===== src/rtl/mem_copy_dma.sv =====
`default_nettype none
// ============================================================================
// Module      : mem_copy_dma
// Description : Block-transfer engine on the 8-bit data memory port.
//               A start pulse either copies len bytes from srcAddr to dstAddr
//               (read/write byte-serial, ascending) or fills len bytes at
//               dstAddr with fillValue. Addresses wrap modulo 2**ADDR_W.
// Ports       : clk, rst (async active-low)
//               start, fillMode, srcAddr, dstAddr, len, fillValue : request
//               memAddress, memWriteEn, memWriteData, memReadData : memory
//               busy (READ/WRITE), done (one-cycle completion pulse)
// Revision    : 1.0 - initial release
// ============================================================================
module mem_copy_dma #(
  parameter int ADDR_W = 8,
  parameter int DATA_W = 8
) (
  input  logic              clk,
  input  logic              rst,
  input  logic              start,
  input  logic              fillMode,
  input  logic [ADDR_W-1:0] srcAddr,
  input  logic [ADDR_W-1:0] dstAddr,
  input  logic [ADDR_W-1:0] len,
  input  logic [DATA_W-1:0] fillValue,
  output logic [ADDR_W-1:0] memAddress,
  output logic              memWriteEn,
  output logic [DATA_W-1:0] memWriteData,
  input  logic [DATA_W-1:0] memReadData,
  output logic              busy,
  output logic              done
);

  typedef enum logic [1:0] {
    S_IDLE  = 2'd0,
    S_READ  = 2'd1,
    S_WRITE = 2'd2,
    S_DONE  = 2'd3
  } state_t;

  localparam logic [ADDR_W-1:0] c_ONE = ADDR_W'(1);

  state_t              r_state;
  state_t              w_next_state;
  logic [ADDR_W-1:0]   r_cur_src;
  logic [ADDR_W-1:0]   r_cur_dst;
  logic [ADDR_W-1:0]   r_remain;
  logic                r_fill_mode;
  logic [DATA_W-1:0]   r_fill_value;
  logic [DATA_W-1:0]   r_buf;

  // Next-state decode
  always_comb begin
    w_next_state = r_state;
    case (r_state)
      S_IDLE: begin
        if (start) begin
          if (len == '0)    w_next_state = S_DONE;
          else if (fillMode) w_next_state = S_WRITE;
          else               w_next_state = S_READ;
        end
      end
      S_READ:  w_next_state = S_WRITE;
      S_WRITE: begin
        if (r_remain == c_ONE) w_next_state = S_DONE;
        else if (r_fill_mode)  w_next_state = S_WRITE;
        else                   w_next_state = S_READ;
      end
      S_DONE:  w_next_state = S_IDLE;
      default: w_next_state = S_IDLE;
    endcase
  end

  // State and datapath registers
  always_ff @(posedge clk or negedge rst) begin
    if (!rst) begin
      r_state      <= S_IDLE;
      r_cur_src    <= '0;
      r_cur_dst    <= '0;
      r_remain     <= '0;
      r_fill_mode  <= 1'b0;
      r_fill_value <= '0;
      r_buf        <= '0;
    end else begin
      r_state <= w_next_state;
      case (r_state)
        S_IDLE: begin
          // A zero-length request touches no registers; it only pulses done.
          if (start && (len != '0)) begin
            r_cur_src    <= srcAddr;
            r_cur_dst    <= dstAddr;
            r_remain     <= len;
            r_fill_mode  <= fillMode;
            r_fill_value <= fillValue;
          end
        end
        S_READ:  r_buf <= memReadData;
        S_WRITE: begin
          // Natural overflow gives the modulo-2**ADDR_W address wrap.
          r_cur_src <= r_cur_src + c_ONE;
          r_cur_dst <= r_cur_dst + c_ONE;
          r_remain  <= r_remain - c_ONE;
        end
        default: ;
      endcase
    end
  end

  // Outputs depend on state and registers only, never on the request inputs.
  always_comb begin
    memAddress   = '0;
    memWriteEn   = 1'b0;
    memWriteData = '0;
    busy         = 1'b0;
    done         = 1'b0;
    case (r_state)
      S_READ: begin
        memAddress = r_cur_src;
        busy       = 1'b1;
      end
      S_WRITE: begin
        memAddress   = r_cur_dst;
        memWriteEn   = 1'b1;
        memWriteData = r_fill_mode ? r_fill_value : r_buf;
        busy         = 1'b1;
      end
      S_DONE:  done = 1'b1;
      default: ;
    endcase
  end

endmodule
`default_nettype wire


===== config.mk =====
export PLATFORM = sky130hd
export DESIGN_NAME = mem_copy_dma
export DESIGN_NICKNAME = d
export VERILOG_FILES = /design/src/rtl/mem_copy_dma.sv
export SDC_FILE = /design/constraint.sdc
export NUM_CORES = 1
export LEC_CHECK = 0
export CAP_MARGIN = 10
export CORE_MARGIN = 1
export CORE_UTILIZATION = 51
export CTS_CLUSTER_DIAMETER = 40
export CTS_CLUSTER_SIZE = 40
export DETAILED_ROUTE_END_ITERATION = 6
export PLACE_DENSITY = 0.83
export REMOVE_ABC_BUFFERS = 1
export SYNTH_ARGS = -nofsm -noshare
export SYNTH_HDL_FRONTEND = slang
export SYNTH_SLANG_ARGS = --single-unit

===== constraint.sdc =====
create_clock -name clk -period 2.1 [get_ports clk]
set_clock_uncertainty 0.2 [all_clocks]
set_input_delay 0.42 -clock clk [delete_from_list [all_inputs] [get_ports clk]]
set_output_delay 0.42 -clock clk [all_outputs]
set_load 0.02 [all_outputs]

# After elaboration in Yosys (flattened, before gate mapping)
# Cells that the tools add are included.
# W data, S select, Z words.
[classes]
n_addsub = 3
eq_ne = 6
n_mux = 18
reduce_logical = 8
[op_table]
columns = ["operator", "count"]
rows = [
  ["$pmux W8 S2", 4],
  ["$mux W8", 5],
  ["$add A8 B1 Y8 const B", 2],
  ["$mux W2", 5],
  ["$eq A8 B1 Y1 const B", 1],
  ["$logic_not A8 Y1", 1],
  ["$pmux W2 S4", 1],
  ["$reduce_bool A8 Y1", 1],
  ["$sub A8 B1 Y8 const B", 1],
  ["$eq A2 B2 Y1 const B", 2],
  ["$ne A2 B2 Y1 const B", 2],
  ["$reduce_and A2 Y1", 2],
  ["$mux W1", 3],
  ["$eq A2 B1 Y1 const B", 1],
  ["$logic_not A2 Y1", 1],
  ["$reduce_bool A2 Y1", 1],
  ["$reduce_or A2 Y1", 1],
  ["$logic_and A1 B1 Y1", 1],
]
[totals]
regBits = 43
in_bits = 44
elab_cells = 42

# Logic depth before layout (Yosys ltp)
# Gate-level depths: netlist of run 1.
[logic_depth]
word_depth = 4
ltp_mapped = 8
ltp_nobuf = 6

# Least setup slack after synthesis of run 1
# Ideal clock, no wire load.
[synth_timing]
path_kind = "flip-flop to output port"
from = "register r_state[0]"
to = "output memAddress[0]"
arrival_ns = 1.933
t_required_ns = 1.480
slack_ns = -0.453
stages_incl_launch_ff = 7
n_path_buf = 2
cell_sequence = "dfrtp_1 inv_1 ha_1 buf_2 buf_1 nand2_1 a21boi_0"
[synth_via]
elab_chain_cells = 2
elab_cells_between_ends = 3
classes_between = "eq/ne (2); mux (1)"
[synth_rtl]
columns = ["element", "line", "text"]
rows = [
  ["start, declared", "43", "state_t r_state;"],
  ["start signal, assigned", "85", "r_state <= w_next_state;"],
  ["$eq A2 B2 Y1 or $eq A2 B1 Y1 (tied branches)", "116", "case (r_state)"],
  ["$pmux W8 S2 (*)", "116", ""],
  ["end, declared", "26", "output logic [ADDR_W-1:0] memAddress,"],
]
# Mark *: on every way between the ends. The rest lies on a longest branch, timed or not.

# Worst setup path in the final report of run 1
[layout_timing]
from = "register r_state[0]"
to = "output memWriteData[5]"
[layout_via]
elab_chain_cells = 2
[layout_rtl]
columns = ["element", "line", "text"]
rows = [
  ["$eq A2 B2 Y1", "116", ""],
  ["$mux W8", "116", ""],
  ["end, declared", "28", "output logic [DATA_W-1:0] memWriteData,"],
]
# Every way passes these cells.

==> results.yml, run 1 <==
run_status:
  outcome: "finished, violations left"
  violations: "hold timing, setup timing"
synth:
  ys.flop_type: "dfrtp_1"
  yosysUniqueCellTypes: 59
  syn_inst: 324
  synth_edf_count: 0
  syn-cell-area_um2: 2850
  ys_ff_latch: 43
  yosysWarnings: 0
  ys_seq_area_share_pct: 37.8
  avgSynthCellArea_um2: 8.79
  yosysTopAreaCell: "dfrtp_1"
  synthArstFlopShare_pct: 100
  synthTopCellsByArea: "dfrtp_1 (38%), nand2_1 (5.0%), mux2i_1 (4.9%), mux2_2 (4.0%), nor2_1 (3.7%)"
  synth_top_area_share_pct: 37.8
die:
  die_w_um: 76.7
  dieArea_um2: 5890
  fp.dieH_um: 76.7
  start_util_pct: 54.4
  rows: 26
  io_pins: 63
  fp.coreArea_um2: 5240
final_layout:
  final_cell_count_no_fill: 508
  regArea_um2: 1080
  final_net_count: 489
  nFillCells: 280
  layout_commonest_cell: "buf_4"
  diodes: 0
  multi_input_area_um2: 1830
  final_cell_mix: "buf_4 (63), dfrtp_1 (41), nand2_1 (36)"
  syn_to_final_growth_pct: 52.3
  drive_above_1_share_pct: 34.9
  post-route-util_pct: 82.8
pwr:
  p_per_area_nw_per_um2: 1640
  sw_frac_of_total_pct: 45.9
  p_leak_nw: 1.93
  p_sw_mw: 3.26
  p_comb_share_pct: 68.1
  vdd_drop_max_mv: 0.952
  internal_power_mw: 3.84
  p_seq_share_pct: 24.1
  pwr-share-clk_pct: 7.8
route:
  num_vias: 3273
  detail_route.wl_per_cell_um: 20.0
  drtAntennaViolNets: 0
  drcViolationCount: 0
  drtPass1Iterations: 7
  vias_per_cell: 6.44
  routed_wl_um: 10200
  drt-initial-drc-count: 457
sta:
  fin_ws_ns: -0.132
  tns_ns: -0.939
  worst_pin_slew_ns: 0.564
  fmax_mhz: 448
  rsz0062_at_grt: "yes"
  drv_slew: 0
  period_share_pct: 106
  hold_viol_final: 26
  layout_min_cycle_time_ns: 2.23
  holdWs_ns: -0.0374
  setup_violations: 18
  max_slew_margin_pct: 62.1
clock_tree:
  clk_pin_slew_ns: 0.09
  cts-root-buf: "clkbuf_8"
  cts_buffers: 5
  worst_skew_pair.late_latency_ns: 0.31
  clock_sinks: 43
  htreeDepth: 2
  cts_tree: "yes"
  clockBufferDepth: 2
  hold_buffers: 0
worst_setup_path:
  slowest_delay_ns: 0.42
  cpLargestDelayFamily: "buffers and inverters"
  worstPathRequired_ns: 1.48
  cp.buffers_inverters: 5
  critPathMaxFanout: 6
  cp_slowest_cell: "dfrtp_1"
  crit_path_start_kind: "flop"
  critPathCaptureType: "output port"
  path_common_cell: "buf_6"
  arrival_ns: 1.61
  cp_cell_sequence: "inv_2, ha_4, clkinvlp_4, buf_6, buf_6, nor2_4, buf_6"
  crit_type: "reg2out"
grt:
  overflow: 0
  grt_usage_pct: 33.8
  antenna_found_initial: 0
  grt_max_degree: 44
  grt_pass1_vias: 3079
  grt_pass1_wl_um: 15500
placement:
  dpl.cell_count: 481
  pre_cts_ws_ns: -0.437
  routabilityCongestion: 0.917
  io_buffers: 62
  dpl.hpwl_um: 6060
hold_path:
  worst_hold_path_type: "in2async"
run:
  drv_cap: 0
[timing repair]
item / CTS / global route
setup buffers: 12 / 6
resized for setup: 142 / 37
pin swaps: 12 / 13
setup endpoints to repair: 40 / 37
cloned: 1 / 0
[layout make-up]
cell class / instances / area share, %
clock inverters: 3 / 0.461
repair buffers: 130 / 27.7
multi-input cells: 246 / 42.2
clock buffers: 5 / 1.59
inverters: 11 / 1.10
flip-flops and latches: 43 / 24.9
well taps: 70 / 2.02
[worst register-to-register path: stages (launching register included)]
cell and delay [ns]:
dfrtp_1 0.42, inv_2 0.10, ha_4 0.20, clkinvlp_4 0.13, buf_6 0.15, buf_4 0.16
nor2_4 0.14, nor2_4 0.07, buf_6 0.14, a221o_1 0.33
[stage by stage]
stage	instance area (um2)	power, mW	hold slack (ns)
after CTS	4170	6.55	0.00329
after global routing	4340	7.45	0.0265
after floorplan	2740	3.78	-0.0756
final	4340	7.10	-0.0374
after global placement	3850	5.33	0.258
after detailed placement	3850	5.49	0.264
[cells by family (layout without fill, tap and decap cells)]
logic type | Yosys count | in the layout | synth area share, %
fa+ha+maj | 8 | 8 | 3.51
mux | 24 | 24 | 8.87
flops | 43 | 43 | 37.8
simple gates | 126 | 126 | 22.7
buf+inv | 36 | 149 | 5.27
compound gates | 87 | 88 | 21.9
[state kept, by name, indices dropped and copies added (netlist names)]
name,count
r_fill_mode,1
r_fill_value,8
r_state,2
r_buf,8
r_cur_dst,8
r_remain,8
r_cur_src,8
[cell usage after synthesis, types with 2 or more instances]
master and n:
a211oi_1 2, a21boi_0 2, a21o_1 3, a21oi_1 16, a22oi_1 7, a2bb2oi_1 3, a31oi_1 7, a32oi_1 2
and3_1 4, and4_1 2, buf_1 2, buf_2 6, buf_4 2, clkbuf_1 15, dfrtp_1 43, ha_1 8
inv_1 11, mux2_2 10, mux2i_1 14, nand2_1 38, nand2b_1 3, nand3_1 11, nand4_1 4, nand4b_1 2
nor2_1 28, nor2b_1 8, nor3_1 13, nor4_2 2, o21a_1 3, o21ai_0 8, o21ai_1 9, o22a_1 6
o31a_1 2, o31ai_1 2, or4_4 2
[routing by layer]
layer	vias to the layer above	track usage (%)	part of all wire (%)
li1	1408	-	-
met1	1513	41.5	37
met2	278	57.5	48
met3	74	5.24	9.4
met4	0	16.5	5.4
met5	-	0	0
[worst paths after layout]
path	start	to	slack, ns	cells past startpoint
max reg2reg	r_state[0]$_DFFE_PN0P_	r_cur_src[4]$_DFFE_PN0P_	-0.03	9
min in group clk	r_fill_value[2]$_DFFE_PN0P_	r_fill_value[2]$_DFFE_PN0P_	0.30	2
max	r_state[0]$_DFFE_PN0P_	memWriteData[5]	-0.13	7
min reg2reg	r_fill_value[2]$_DFFE_PN0P_	r_fill_value[2]$_DFFE_PN0P_	0.30	2
min	rst	r_cur_src[4]$_DFFE_PN0P_	-0.04	2
max in group asynchronous	rst	r_fill_mode$_DFFE_PN0P_	1.30	2
[power groups by stage]
stage          sequential, mW  clock, mW  combinational, mW
6_report                 1.71      0.551               4.84
5_1_grt                  1.74      0.573               5.14
4_1_cts                  1.66      0.541               4.35
3_5_place_dp             1.64          0               3.85
3_3_place_gp             1.61          0               3.72
2_1_floorplan            1.60          0               2.19
Power figures use the tool's default switching activity.
==> run 2, diff against run 1 <==
--- a/config.mk
+++ b/config.mk
@@ -7,11 +7,11 @@
 export LEC_CHECK = 0
 export CAP_MARGIN = 10
 export CORE_MARGIN = 1
-export CORE_UTILIZATION = 51
+export CORE_UTILIZATION = 55
 export CTS_CLUSTER_DIAMETER = 40
 export CTS_CLUSTER_SIZE = 40
 export DETAILED_ROUTE_END_ITERATION = 6
-export PLACE_DENSITY = 0.83
+export PLACE_DENSITY_LB_ADDON = 0.05
 export REMOVE_ABC_BUFFERS = 1
 export SYNTH_ARGS = -nofsm -noshare
 export SYNTH_HDL_FRONTEND = slang
==> constraint.sdc (replaced) <==
create_clock -name clk -period 2.83 [get_ports clk]
set_clock_uncertainty 0.2 [all_clocks]
set_input_delay 0.566 -clock clk [delete_from_list [all_inputs] [get_ports clk]]
set_output_delay 0.566 -clock clk [all_outputs]
set_load 0.02 [all_outputs]
==> run 2 against run 1 <==
Net effect: the flow now finishes without violations; non-clock buffer count decreased by 52; global-route usage shrank 4.3 points; via count shrank 17%; worst hold slack improved by 0.32 ns; cell area is 15% lower; worst setup slack better by 0.30 ns; highest routed layer unchanged; flip-flop and latch count did not move; die area is 7.1% lower; sequential power shrank 24%; clock-buffer cell count grew 1.
==> results.yml, run 2 (synthesized netlist as in run 1, its figures left out) <==
placement:
  io_buffers: 62
  dpl.hpwl_um: 5520
  place_area_um2: 3570
  routabilityCongestion: 0.892
sta:
  drv_slew: 0
  holdWs_ns: 0.286
  max_slew_margin_pct: 67.3
  rsz0062_at_grt: "no"
  setup_violations: 0
  hold_viol_final: 0
  layout_min_cycle_time_ns: 2.66
  period_share_pct: 94.0
  tns_ns: 0
  worst_pin_slew_ns: 0.487
  fmax_mhz: 376
final_layout:
  final_cell_mix: "clkdlybuf4s50_1 (44), dfrtp_1 (43), nand2_1 (38)"
  post-route-util_pct: 76.1
  drive_above_1_share_pct: 12.7
  syn_to_final_growth_pct: 29.5
  diodes: 0
  postLayoutCellArea_um2: 3690
  final_net_count: 436
  layout_commonest_cell: "clkdlybuf4s50_1"
clock_tree:
  cts_buffers: 5
  clk_pin_slew_ns: 0.08
  cts-root-buf: "clkbuf_8"
  clockBufferDepth: 2
  htreeDepth: 2
  cts_tree: "yes"
  worst_skew_pair.late_latency_ns: 0.30
  clock_sinks: 43
route:
  num_vias: 2724
  routed_wl_um: 7540
  detail_route.wl_per_cell_um: 16.7
  drt-initial-drc-count: 352
  drcViolationCount: 0
  drtAntennaViolNets: 0
  drtPass1Iterations: 4
  vias_per_cell: 6.03
grt:
  grt_pass1_wl_um: 12200
  overflow: 0
  grt_pass1_vias: 2602
  antenna_found_initial: 0
  grt_usage_pct: 29.5
  grt_max_degree: 31
pwr:
  vdd_drop_max_mv: 0.634
  totalPowerFinal_mw: 4.21
  pwr-share-clk_pct: 11.8
  internal_power_mw: 2.32
  sw_frac_of_total_pct: 44.9
  p_leak_nw: 1.63
  p_comb_share_pct: 57.4
  p_seq_share_pct: 30.8
  p_sw_mw: 1.89
  p_per_area_nw_per_um2: 1140
hold_path:
  hp-start: "r_fill_value[2]$_DFFE_PN0P_"
  worst_hold_path_type: "reg2reg"
die:
  dieArea_um2: 5470
  die_w_um: 74.0
  fp.coreArea_um2: 4850
  start_util_pct: 58.8
  io_pins: 63
  fp.dieH_um: 74.0
  rows: 25
worst_setup_path:
  crit_path_start_kind: "flop"
  critPathMaxFanout: 12
  critPathCaptureType: "output port"
  cp.buffers_inverters: 3
  slowest_delay_ns: 0.43
  crit_type: "reg2out"
  cpLargestDelayFamily: "buffers and inverters"
  crit_start: "r_state[0]$_DFFE_PN0P_"
  cp_cell_sequence: "inv_1, ha_2, buf_4, a22oi_1, nor2b_1, dlygate4sd2_1"
  worstPathRequired_ns: 2.06
  reg2reg_from: "r_state[0]$_DFFE_PN0P_"
  arrival_ns: 1.90
  cp_slowest_cell: "dfrtp_1"
run:
  drv_cap: 0
run_status:
  outcome: "complete, no violations"
==> run 2: changes by cell type in the layout (fill, tap and decap cells not counted), moves of 9 or more <==
cell | previous run | this run
nor2_1 | 19 | 28
dlygate4sd2_1 | 0 | 15
clkdlybuf4s50_1 | 35 | 44
buf_4 | 63 | 13
buf_6 | 18 | 1
nor2_4 | 10 | 1
==> run 2: per-layer routing <==
layer,vias up,global-route usage (%),routed length (um)
met3,15,5.83,456
met4,0,10.3,117
li1,1299,-,-
met5,-,0,0
met1,1301,36.1,3190
met2,109,52.0,3780
==> run 2: per-stage QoR <==
step,instances,worst slack (ns)
after CTS,452,0.0124
after global placement,443,0.278
after detailed placement,443,0.220
after floorplan,299,-0.723
final,452,0.169
after global routing,452,0.0303
==> run 2: worst register-to-register path: cells and delay by family, from the launching register on <==
family | cells | cell delay [ns]
AO/OA/AOI/OAI | 1 | 0.25
adder cells (fa/ha/maj) | 1 | 0.29
flip-flops | 1 | 0.43
buffers and inverters | 4 | 0.58
AND/OR/NAND/NOR | 2 | 0.40
==> run 2: final cells by class <==
class | instances | area (um2)
Clock buffer | 6 | 82.6
Clock inverter | 2 | 35.0
Fill cell | 372 | 1160
Inverter | 11 | 41.3
Multi-Input combinational cell | 245 | 1630
Sequential cell | 43 | 1080
Tap cell | 67 | 83.8
Timing Repair Buffer | 78 | 741
==> run 2: power groups by stage <==
stage	Clock (mW)	Combinational, mW	Sequential (mW)
floorplan	0	1.62	1.19
global placement	0	2.41	1.28
detailed placement	0	2.47	1.29
CTS	0.508	2.41	1.28
global route	0.526	2.66	1.34
finish	0.496	2.42	1.30
==> run 2: worst paths after layout <==
check                      slack (ns)                           to  cells past startpoint
min                              0.29  r_fill_value[2]$_DFFE_PN0P_                      2
min in group asynchronous        0.50     r_cur_src[6]$_DFFE_PN0P_                      2
max                              0.17                memAddress[1]                      6
min reg2reg                      0.29  r_fill_value[2]$_DFFE_PN0P_                      2
max in group asynchronous        1.22      r_remain[3]$_DFFE_PN0P_                      3
max reg2reg                      0.61     r_cur_dst[5]$_DFFE_PN0P_                      8
==> run 2: what timing repair did <==
item | CTS | global route
endpoints found under the hold margin | 13 | 0
hold buffers | 1 | 0
buffers inserted | 0 | 0
resized for setup | 17 | 3
setup endpoints to repair | 17 | 2
==> run 3, diff against run 2 <==
--- a/config.mk
+++ b/config.mk
@@ -7,7 +7,7 @@
 export LEC_CHECK = 0
 export CAP_MARGIN = 10
 export CORE_MARGIN = 1
-export CORE_UTILIZATION = 55
+export CORE_UTILIZATION = 30
 export CTS_CLUSTER_DIAMETER = 40
 export CTS_CLUSTER_SIZE = 40
 export DETAILED_ROUTE_END_ITERATION = 6
==> run 3 against run 2 <==
Net effect: critical endpoint is now memWriteEn; global-route usage is 12 points lower; worst setup slack worse by 0.0018 ns; register-to-register slack worse by 0.03 ns; flip-flop and latch count unchanged; highest routed layer unchanged; core utilization fell by 35 points; sequential share of layout area decreased by 0.84 points; final cell count grew 14%; wire length rose by 12%; sequential power is essentially flat.
==> results.yml, run 3 (synthesized netlist as in run 1, its figures left out) <==
grt:
  use_met2_pct: 30.3
  grt_pass1_vias: 2665
  overflow: 0
  gr-usage-met1_pct: 23.7
  grt_max_degree: 34
  antenna_found_initial: 0
  grt_usage_pct: 17.8
  grt.busiest_layer: "met2"
  grt_use_met3_pct: 3.09
  grt_pass1_wl_um: 13700
die:
  rows: 35
  start_util_pct: 30.8
  dieArea_um2: 9890
  fp.dieH_um: 99.5
  fp.coreArea_um2: 9240
  die_w_um: 99.5
  io_pins: 63
clock_tree:
  clk_pin_slew_ns: 0.10
  cts_setup_buffers: 0
  cts-root-buf: "clkbuf_8"
  htreeDepth: 2
  worst_skew_pair.late_latency_ns: 0.30
  clock_sinks: 43
  cts_buffers: 5
  clockBufferDepth: 2
  cts_tree: "yes"
worst_setup_path:
  r2r_setup_slack_ns: 0.58
  arrival_ns: 1.90
  reg2reg_from: "r_state[0]$_DFFE_PN0P_"
  crit_path_start_kind: "flop"
  cp_slowest_cell: "clkdlybuf4s50_1"
  rr_worst_depth: 8
  critPathCaptureType: "output port"
  cp_cell_sequence: "inv_1, ha_2, buf_12, clkdlybuf4s50_1"
  crit_type: "reg2out"
  slowest_delay_ns: 0.62
  critPathMaxFanout: 33
  cp.buffers_inverters: 3
  cpLargestDelayFamily: "buffers and inverters"
  worstPathRequired_ns: 2.06
  r2r_end: "r_cur_src[7]$_DFFE_PN0P_"
  path_depth: 4
route:
  vias_per_cell: 5.14
  drcViolationCount: 0
  routed_wl_um: 8460
  drt-initial-drc-count: 116
  drtPass1Iterations: 5
  drtAntennaViolNets: 0
  num_vias: 2654
  detail_route.wl_per_cell_um: 16.4
final_layout:
  layout_commonest_cell: "clkdlybuf4s50_1"
  drive_above_1_share_pct: 13.2
  final_cell_mix: "clkdlybuf4s50_1 (46), dfrtp_1 (43), nand2_1 (38)"
  diodes: 0
  final_net_count: 438
  syn_to_final_growth_pct: 33.3
  nFillCells: 964
pwr:
  vdd_drop_max_mv: 0.392
  totalPowerFinal_mw: 4.33
  p_leak_nw: 1.61
  p_per_area_nw_per_um2: 1140
hold_path:
  worstHoldEndpoint: "r_fill_value[0]$_DFFE_PN0P_"
  hold_depth: 2
  hp-start: "r_fill_value[0]$_DFFE_PN0P_"
  worst_hold_path_type: "reg2reg"
placement:
  dpl.hpwl_um: 6140
  routabilityCongestion: 0.793
  io_buffers: 62
sta:
  worst_pin_slew_ns: 0.513
  fmax_mhz: 376
  period_share_pct: 94.1
  rsz0062_at_grt: "no"
  drv_slew: 0
  hold_viol_final: 0
  layout_min_cycle_time_ns: 2.66
  setup_violations: 0
  tns_ns: 0
  max_slew_margin_pct: 65.8
run:
  drv_cap: 0
run_status:
  outcome: "complete, no violations"
-- run 3: area by class of cell --
cell class                      instances  area, um2  area share (%)
Multi-Input combinational cell        245       1630            42.9
Inverter                               11       41.3            1.09
Timing Repair Buffer                   80        756            19.9
Clock buffer                            5       68.8            1.81
Tap cell                              129        161            4.25
Clock inverter                          3       67.6            1.78
Sequential cell                        43       1080            28.3
-- run 3: metrics by stage --
step                instance area (um2)  hold slack, ns  util, %  setup slack (ns)  cells
detailed placement                 3670           0.266     39.7             0.170    507
CTS                                3800           0.293     41.2            0.0952    516
global placement                   3670           0.258     39.7             0.221    507
floorplan                          2740          0.0704        -            -0.723    299
finish                             3800           0.293     41.1             0.167    516
global route                       3800           0.298     41.1            0.0325    516
-- run 3: worst min-delay path, stage by stage (launching register included) --
cell and delay, ns:
dfrtp_1 0.36, nand2_1 0.05, nand2_1 0.05
-- run 3: repair_timing --
action	CTS	global route
gates resized for setup	16	3
endpoints found under the setup margin	15	1
endpoints found under the hold margin	7	0
cloned	0	0
hold buffers	1	0
-- run 3: how the worst max path moves through the flow --
stage,start,endpoint,slack [ns]
global route,r_state[0]$_DFFE_PN0P_,memAddress[6],0.03
floorplan,r_state[0]$_DFFE_PN0P_,memWriteData[0],-0.72
detailed placement,r_state[0]$_DFFE_PN0P_,memAddress[0],0.17
CTS,r_state[0]$_DFFE_PN0P_,memAddress[0],0.1
finish,r_state[0]$_DFFE_PN0P_,memWriteEn,0.17
global placement,r_state[0]$_DFFE_PN0P_,memAddress[0],0.22
-- run 3: layer usage --
| layer | vias up | wire (um) |
|---|---|---|
| li1 | 1304 | - |
| met1 | 1279 | 4030 |
| met2 | 65 | 4000 |
| met3 | 6 | 368 |
| met4 | 0 | 62 |
| met5 | - | 0 |
-- run 3: power by group --
group / internal, mW / switching [mW]
Combinational: 1.12 / 1.35
Sequential: 0.924 / 0.356
Clock: 0.352 / 0.233
